### config.mk
export PLATFORM = sky130hd
export DESIGN_NAME = piece_move_ctrl
export DESIGN_NICKNAME = d
export VERILOG_FILES = /design/src/rtl/piece_move_ctrl.sv
export SDC_FILE = /design/constraint.sdc
export NUM_CORES = 1
export LEC_CHECK = 0
export BUFFER_PORTS_ARGS = -buffer_cell sky130_fd_sc_hd__buf_2
export CORE_MARGIN = 2
export CORE_UTILIZATION = 37
export CTS_BUF_LIST = sky130_fd_sc_hd__clkbuf_16
export DETAILED_ROUTE_END_ITERATION = 12
export GPL_ROUTABILITY_DRIVEN = 0
export PLACE_DENSITY_LB_ADDON = 0.08
export SLEW_MARGIN = 20
export SYNTH_ARGS = -nofsm -noshare
export SYNTH_HDL_FRONTEND = slang
export SYNTH_SLANG_ARGS = --single-unit
export TNS_END_PERCENT = 50
### constraint.sdc
create_clock -name Clock -period 3.5 [get_ports Clock]
set_input_delay 0 -clock Clock [delete_from_list [all_inputs] [get_ports Clock]]
set_output_delay 0 -clock Clock [all_outputs]
set_load 0.05 [all_outputs]
### src/rtl/piece_move_ctrl.sv
// Falling-piece move controller: queues player and gravity requests, asks one
// external legality checker per move, and owns the piece position.
module piece_move_ctrl #(
  parameter int SPAWN_X = 6,
  parameter int SPAWN_Y = 0,
  parameter int X_MAX   = 12,
  parameter int Y_MAX   = 16
) (
  input  logic       Clock,
  input  logic       Reset,
  input  logic       spawnReq,
  input  logic       leftReq,
  input  logic       rightReq,
  input  logic       dropTick,
  input  logic       canMoveLeft,
  input  logic       canMoveRight,
  input  logic       canMoveDown,
  output logic       enLeft,
  output logic       enRight,
  output logic       enDown,
  output logic [3:0] XPOS,
  output logic [4:0] YPOS,
  output logic       lockPiece,
  output logic       busy
);

  localparam logic [3:0] SPAWN_X_V = 4'(SPAWN_X);
  localparam logic [4:0] SPAWN_Y_V = 5'(SPAWN_Y);
  localparam logic [3:0] X_MAX_V   = 4'(X_MAX);
  localparam logic [4:0] Y_MAX_V   = 5'(Y_MAX);

  typedef enum logic [2:0] {
    S_EMPTY,
    S_IDLE,
    S_ISSUE,
    S_EVAL,
    S_LOCKED
  } state_t;

  typedef enum logic [1:0] {
    OP_DOWN,
    OP_LEFT,
    OP_RIGHT
  } op_t;

  state_t     state_q, state_d;
  op_t        op_q, op_d;
  logic [3:0] xpos_q, xpos_d;
  logic [4:0] ypos_q, ypos_d;
  logic       pend_left_q, pend_left_d;
  logic       pend_right_q, pend_right_d;
  logic       pend_down_q, pend_down_d;
  logic       lock_q, lock_d;
  logic       accept_req;
  logic       clear_all;

  always_comb begin
    // NOTE: every signal written here gets a default first, so no path can infer a latch.
    state_d      = state_q;
    op_d         = op_q;
    xpos_d       = xpos_q;
    ypos_d       = ypos_q;
    pend_left_d  = pend_left_q;
    pend_right_d = pend_right_q;
    pend_down_d  = pend_down_q;
    lock_d       = 1'b0;
    clear_all    = 1'b0;
    accept_req   = (state_q == S_IDLE) || (state_q == S_ISSUE) || (state_q == S_EVAL);

    case (state_q)
      S_IDLE: begin
        if (pend_down_q) begin
          op_d        = OP_DOWN;
          pend_down_d = 1'b0;
          state_d     = S_ISSUE;
        end else if (pend_left_q && pend_right_q) begin
          // Opposing moves cancel each other without consulting a checker.
          pend_left_d  = 1'b0;
          pend_right_d = 1'b0;
        end else if (pend_left_q) begin
          op_d        = OP_LEFT;
          pend_left_d = 1'b0;
          state_d     = S_ISSUE;
        end else if (pend_right_q) begin
          op_d         = OP_RIGHT;
          pend_right_d = 1'b0;
          state_d      = S_ISSUE;
        end
      end

      S_ISSUE: state_d = S_EVAL;

      S_EVAL: begin
        state_d = S_IDLE;
        case (op_q)
          OP_LEFT: begin
            if (canMoveLeft && (xpos_q != 4'd0)) xpos_d = xpos_q - 4'd1;
          end
          OP_RIGHT: begin
            if (canMoveRight && (xpos_q < X_MAX_V)) xpos_d = xpos_q + 4'd1;
          end
          OP_DOWN: begin
            if (canMoveDown && (ypos_q < Y_MAX_V)) begin
              ypos_d = ypos_q + 5'd1;
            end else begin
              lock_d    = 1'b1;
              clear_all = 1'b1;
              state_d   = S_LOCKED;
            end
          end
          default: ;
        endcase
      end

      default: ;
    endcase

    // A request arriving on the cycle its older twin is serviced stays pending.
    if (accept_req) begin
      pend_left_d  = pend_left_d  | leftReq;
      pend_right_d = pend_right_d | rightReq;
      pend_down_d  = pend_down_d  | dropTick;
    end

    if (clear_all) begin
      pend_left_d  = 1'b0;
      pend_right_d = 1'b0;
      pend_down_d  = 1'b0;
    end

    // A spawn wins over everything in flight, including a lock on this edge.
    if (spawnReq) begin
      xpos_d       = SPAWN_X_V;
      ypos_d       = SPAWN_Y_V;
      pend_left_d  = 1'b0;
      pend_right_d = 1'b0;
      pend_down_d  = 1'b0;
      lock_d       = 1'b0;
      state_d      = S_IDLE;
    end
  end

  always_ff @(posedge Clock) begin
    // NOTE: non-blocking assignments make every flop sample pre-edge values, independent of statement order.
    if (Reset) begin
      state_q      <= S_EMPTY;
      op_q         <= OP_DOWN;
      xpos_q       <= SPAWN_X_V;
      ypos_q       <= SPAWN_Y_V;
      pend_left_q  <= 1'b0;
      pend_right_q <= 1'b0;
      pend_down_q  <= 1'b0;
      lock_q       <= 1'b0;
    end else begin
      state_q      <= state_d;
      op_q         <= op_d;
      xpos_q       <= xpos_d;
      ypos_q       <= ypos_d;
      pend_left_q  <= pend_left_d;
      pend_right_q <= pend_right_d;
      pend_down_q  <= pend_down_d;
      lock_q       <= lock_d;
    end
  end

  // Enables decode from registered state only, so they are one-hot and glitch-free.
  assign enLeft    = (state_q == S_ISSUE) && (op_q == OP_LEFT);
  assign enRight   = (state_q == S_ISSUE) && (op_q == OP_RIGHT);
  assign enDown    = (state_q == S_ISSUE) && (op_q == OP_DOWN);
  assign XPOS      = xpos_q;
  assign YPOS      = ypos_q;
  assign lockPiece = lock_q;
  // EMPTY and LOCKED hold no move in flight, so only ISSUE and EVAL report busy.
  assign busy      = (state_q == S_ISSUE) || (state_q == S_EVAL);

endmodule

### Word level (Yosys, flattened, before mapping)

Index checks and enable logic that the tools add are counted.

* latch bits: 0
* bits in writable memories: 0
* output and inout port bits: 14
* input bits: 9
* memories: 0
* flip-flop bits (word level): 18
* memory bits (read-only): 0

* $lt $le $gt $ge: 2
* equal/unequal tests: 12
* shift-type cells: 0
* multipliers: 0
* bitwise logic cells: 3
* reductions and logical operators: 23
* $add $sub $neg: 3
* divide/modulo/power cells: 0
* multiplexer cells: 28

Operator list (count)
* $mux 3: 6
* $mux 1: 14
* $reduce_and 3->1: 4
* $pmux 3 s3: 1
* $mux 2: 4
* $mux 4: 2
* $ne 4x4->1 const B: 2
* $pmux 4 s2: 1
* $reduce_bool 4->1: 2
* $logic_and 1x1->1: 7
* $eq 3x2->1 const B: 2
* $ne 2x2->1 const B: 3
* $reduce_bool 3->1: 2
* $add 5x1->5 const B: 1
* $lt 5x5->1 const B: 1
* $ne 5x5->1 const B: 1
* $add 4x1->4 const B: 1
* $lt 4x4->1 const B: 1
* $reduce_and 4->1: 1
* $sub 4x1->4 const B: 1
* $eq 3x1->1 const B: 1
* $logic_or 1x1->1: 3
* $ne 3x3->1 const B: 1
* $or 1x1->1: 3
* other kinds (6): 6

### Longest topological paths before layout

* depth after elaboration: 6
* mapped depth: 7

### Worst setup path after synthesis

No wires, ideal clock.

* path type: reg2out
* start: register state_q[1]
* end: output enLeft
* required time: 3.500 ns
* stages on the path, launching flop included: 4
* arrival: 2.316 ns
* setup slack: 1.184 ns
* buffers on the path: 1
* path through: dfxtp_1 > clkbuf_1 > nand2_1 > nor4b_1

* cells in the longest elaborated chain, start to end: 2

RTL lines
* start: declaration: line 46 `state_t state_q, state_d;`
* start signal: assignment: line 155 `state_q <= state_d;`
* $eq 3x2->1: line 167 `assign enLeft = (state_q == S_ISSUE) && (op_q == OP_LEFT);`
* $logic_and 1x1->1: line 167
* end: declaration: line 18 `output logic enLeft,`

No other way between the ends.

### Worst setup path after layout

* start: register op_q[1]
* end: register xpos_q[3], in the netlist XPOS[3]

* cells in the longest elaborated chain, start to end: 3
* elaborated cells on any way between the ends: 7

RTL lines
* start: declaration: line 47 `op_t op_q, op_d;`
* start signal: assignment: line 156 `op_q <= op_d;`
* $eq 2x2->1 or $eq 2x1->1 (tied branches): line 95 `case (op_q)`
* $ne 2x2->1 (no source line) or $reduce_bool 2->1 (tied branches)
* $reduce_and 4->1 (no source line)
* end signal: assignment: line 157 `xpos_q <= xpos_d;`
* end: declaration: line 48 `logic [3:0] xpos_q, xpos_d;`

Several ways; a longest one is shown, not always the timed one.
A chain may end at the register's enable or synchronous reset.

==> impl_results.md <==
* Crit-path max cell delay at ~0.46 ns
* Setup CP Type: register to register
* Setup TNS at 0 ns
* Hpwl dp at about 1600 µm
* Yosys warns at 0
* Antenna violations before repair at 0
* Req. time, crit path at ~3.7 ns
* WP buf/inv at 0
* Slew margin rel. at between 60 and 70%
* Post-synthesis sequential area ratio at between 30% and 40%
* I/O Buffers at 22
* Hold crit path type: input pin to register
* Worst Tran Pin Value at between 0.4 and 0.5 ns
* EDFF count, synth at 0
* F_max at ~0.54 GHz
* Reg clk slew, reported paths at roughly 0.050 ns
* Post-DR wirelength/cell at ~12 µm
* Tcrit/Tclk final at 53.3%
* Top-count cell post-synth: dfxtp_1
* Die footprint at 2980 µm²
* Peak supply drop at roughly 0.40 mV
* Fin util at 47.7%
* Post-synthesis cell type count at 40
* Worst-path fanout max at 8
* Die extent in x at approximately 55 µm
* CTS sink cnt at 18
* CTS resizes at 0
* Largest net degree at the start of global routing at 12
* Synth Register Bits at 18
* Slew Viols, Final at 0
* Area delta synth->final at 23.8%
* Final net count at 150
* Synthesized area at about 950 µm²
* Cells after synthesis at 114
* Hold-fix buffers, CTS at 2
* Post-synthesis async set-or-reset flop share at 0%
* Period minus WS final at around 1.9 ns
* Status: complete, no violations
* Hold Vio Cnt, Final at 0
* Initial DRC count at 14
* Pwr/cell area at between 400 and 500 nW/µm²
* Vias per cell at 5.29
* Post-synth top area cell: dfxtp_1
* Starting density of the core at 38.5%
* CP top delay family: flip-flops
* TritonCTS Buffers at 3
* Critical path's slowest cell: dfxtp_1
* Arrival @ worst endpoint at between 2 and 2.5 ns
* DRC Markers at 0
* Syn_nets at 126
* ANT cells at 0
* Average size of a mapped cell at 8.30 µm²
* Top area cells in the synthesized netlist: dfxtp_1, nor2_1, xor2_1
* First-pass GRT wire length at approximately 3400 µm
* Top post-synthesis cells by count: dfxtp_1, nor2_1, nand2_1
* Row count at 18
* Via count at 884
* Clock Tree Buf Depth at 2
* Pleak at ~0.48 nW
* Die Ht at ~55 µm
* Gr usage total at between 15 and 20%
* Worst-path cell chain: nand2b_1, ha_1, a31oi_1, or2_0, a211oi_1, mux2i_1
* Synth top area share at a little under two fifths
* CP Capture Type: register
* Share of layout cells above drive strength 1 at 20.4%
* Worst Clk Skew at ~0.0009 ns
* Root buffer cell: clkbuf_16
* Number of global-route vias before repair at between 700 and 800
* Setup Buffers After CTS at 0
* Setup crit start kind: register
* Antenna Violating Nets Remaining at 0
* Worst-Skew Late Latency at 0.25 ns
* RSZ-0062 raised after global routing: false
* Final WL at ~2000 µm
* Main synth FF type: dfxtp_1
* Pre-antenna DRT Iters at 4
* Max_cap viols at 0
* # setup viols final at 0
* Grt total ovfl at 0
* Core footprint at approximately 2500 µm²
* I/O Pins at 23
* Htree depth at 1
* CTS tree: done
==> final timing paths <==
kind             from           end  slack [ns]  depth (start not counted)
max           op_q[1]       XPOS[3]        1.64                          6
min          rightReq  pend_right_q       0.009                          3
max reg2reg   op_q[1]       XPOS[3]        1.64                          6
min reg2reg   YPOS[1]       YPOS[1]        0.49                          2
==> metrics by stage <==
stage          instances  cell area [µm²]  setup slack (ns)  power (mW)  hold WS [ns]
3_5_place_dp         161             1070              1.64       0.261         0.249
4_1_cts              167             1170              1.63       0.494        0.0106
3_3_place_gp         161             1070              1.70       0.261         0.242
6_report             167             1170              1.64       0.486       0.00888
5_1_grt              167             1170              1.43       0.511        0.0294
2_1_floorplan        114              946              1.18       0.249        0.0691
==> sequential cells by signal (all words and copies together) (netlist names) <==
signal and cells:
XPOS 4, YPOS 5, lockPiece 1, op_q 2, pend_down_q 1, pend_left_q 1, pend_right_q 1, state_q 3
==> final cells by class <==
| type | count | area [µm²] |
|---|---|---|
| sequential | 18 | 360 |
| clock buffer | 3 | 75.1 |
| timing repair buffer | 24 | 130 |
| multi-input combinational | 87 | 549 |
| fill | 258 | 1280 |
| inverter | 4 | 15.0 |
| clock inverter | 1 | 3.75 |
| tap | 30 | 37.5 |
==> tightest hold or removal path, stage by stage <==
cell	delay, ns
buf_2	0.08
a22oi_1	0.06
nor2_1	0.08
==> logic make-up (layout without fill, tap and decap cells) <==
logic type | Yosys count | count (layout) | synth area share, %
buf+inv | 9 | 32 | 3.84
fa+ha+maj | 3 | 3 | 3.97
simple gates | 52 | 52 | 29.9
flops | 18 | 18 | 38.1
mux | 1 | 1 | 1.06
compound gates | 26 | 26 | 18.5
xor+xnor | 5 | 5 | 4.63
==> metal layers <==
metal | GRT usage (%) | up-vias | wire (µm)
met4 | 6.25 | 0 | 27
met3 | 5.46 | 2 | 129
met2 | 25.5 | 19 | 879
met5 | 0 | - | 0
met1 | 20.6 | 402 | 1000
li1 | - | 461 | -
==> report_power, final <==
group / switching (mW) / total [mW] / internal (mW)
clock network: 0.0758 / 0.228 / 0.152
registers: 0.00677 / 0.215 / 0.209
logic: 0.0231 / 0.0426 / 0.0196
==> cells in the final DEF (no fill, tap or decap), types with 2 or more instances in the layout <==
cell / netlist / final
a21oi_1: 5 / 5
a22oi_1: 4 / 4
a31oi_1: 2 / 2
buf_2: 2 / 22
clkbuf_16: 0 / 3
dfxtp_1: 18 / 18
dlygate4sd3_1: 0 / 2
ha_1: 3 / 3
inv_1: 4 / 4
nand2_1: 6 / 6
nand2b_1: 5 / 5
nand3_1: 4 / 4
nand3b_1: 2 / 2
nand4_1: 2 / 2
nor2_1: 16 / 16
nor2b_1: 2 / 2
nor3_1: 2 / 2
nor4_1: 2 / 2
o21ai_0: 5 / 5
o311ai_0: 2 / 2
or3_1: 2 / 2
xor2_1: 5 / 5
No activity file was read; power rests on OpenSTA's default activity.
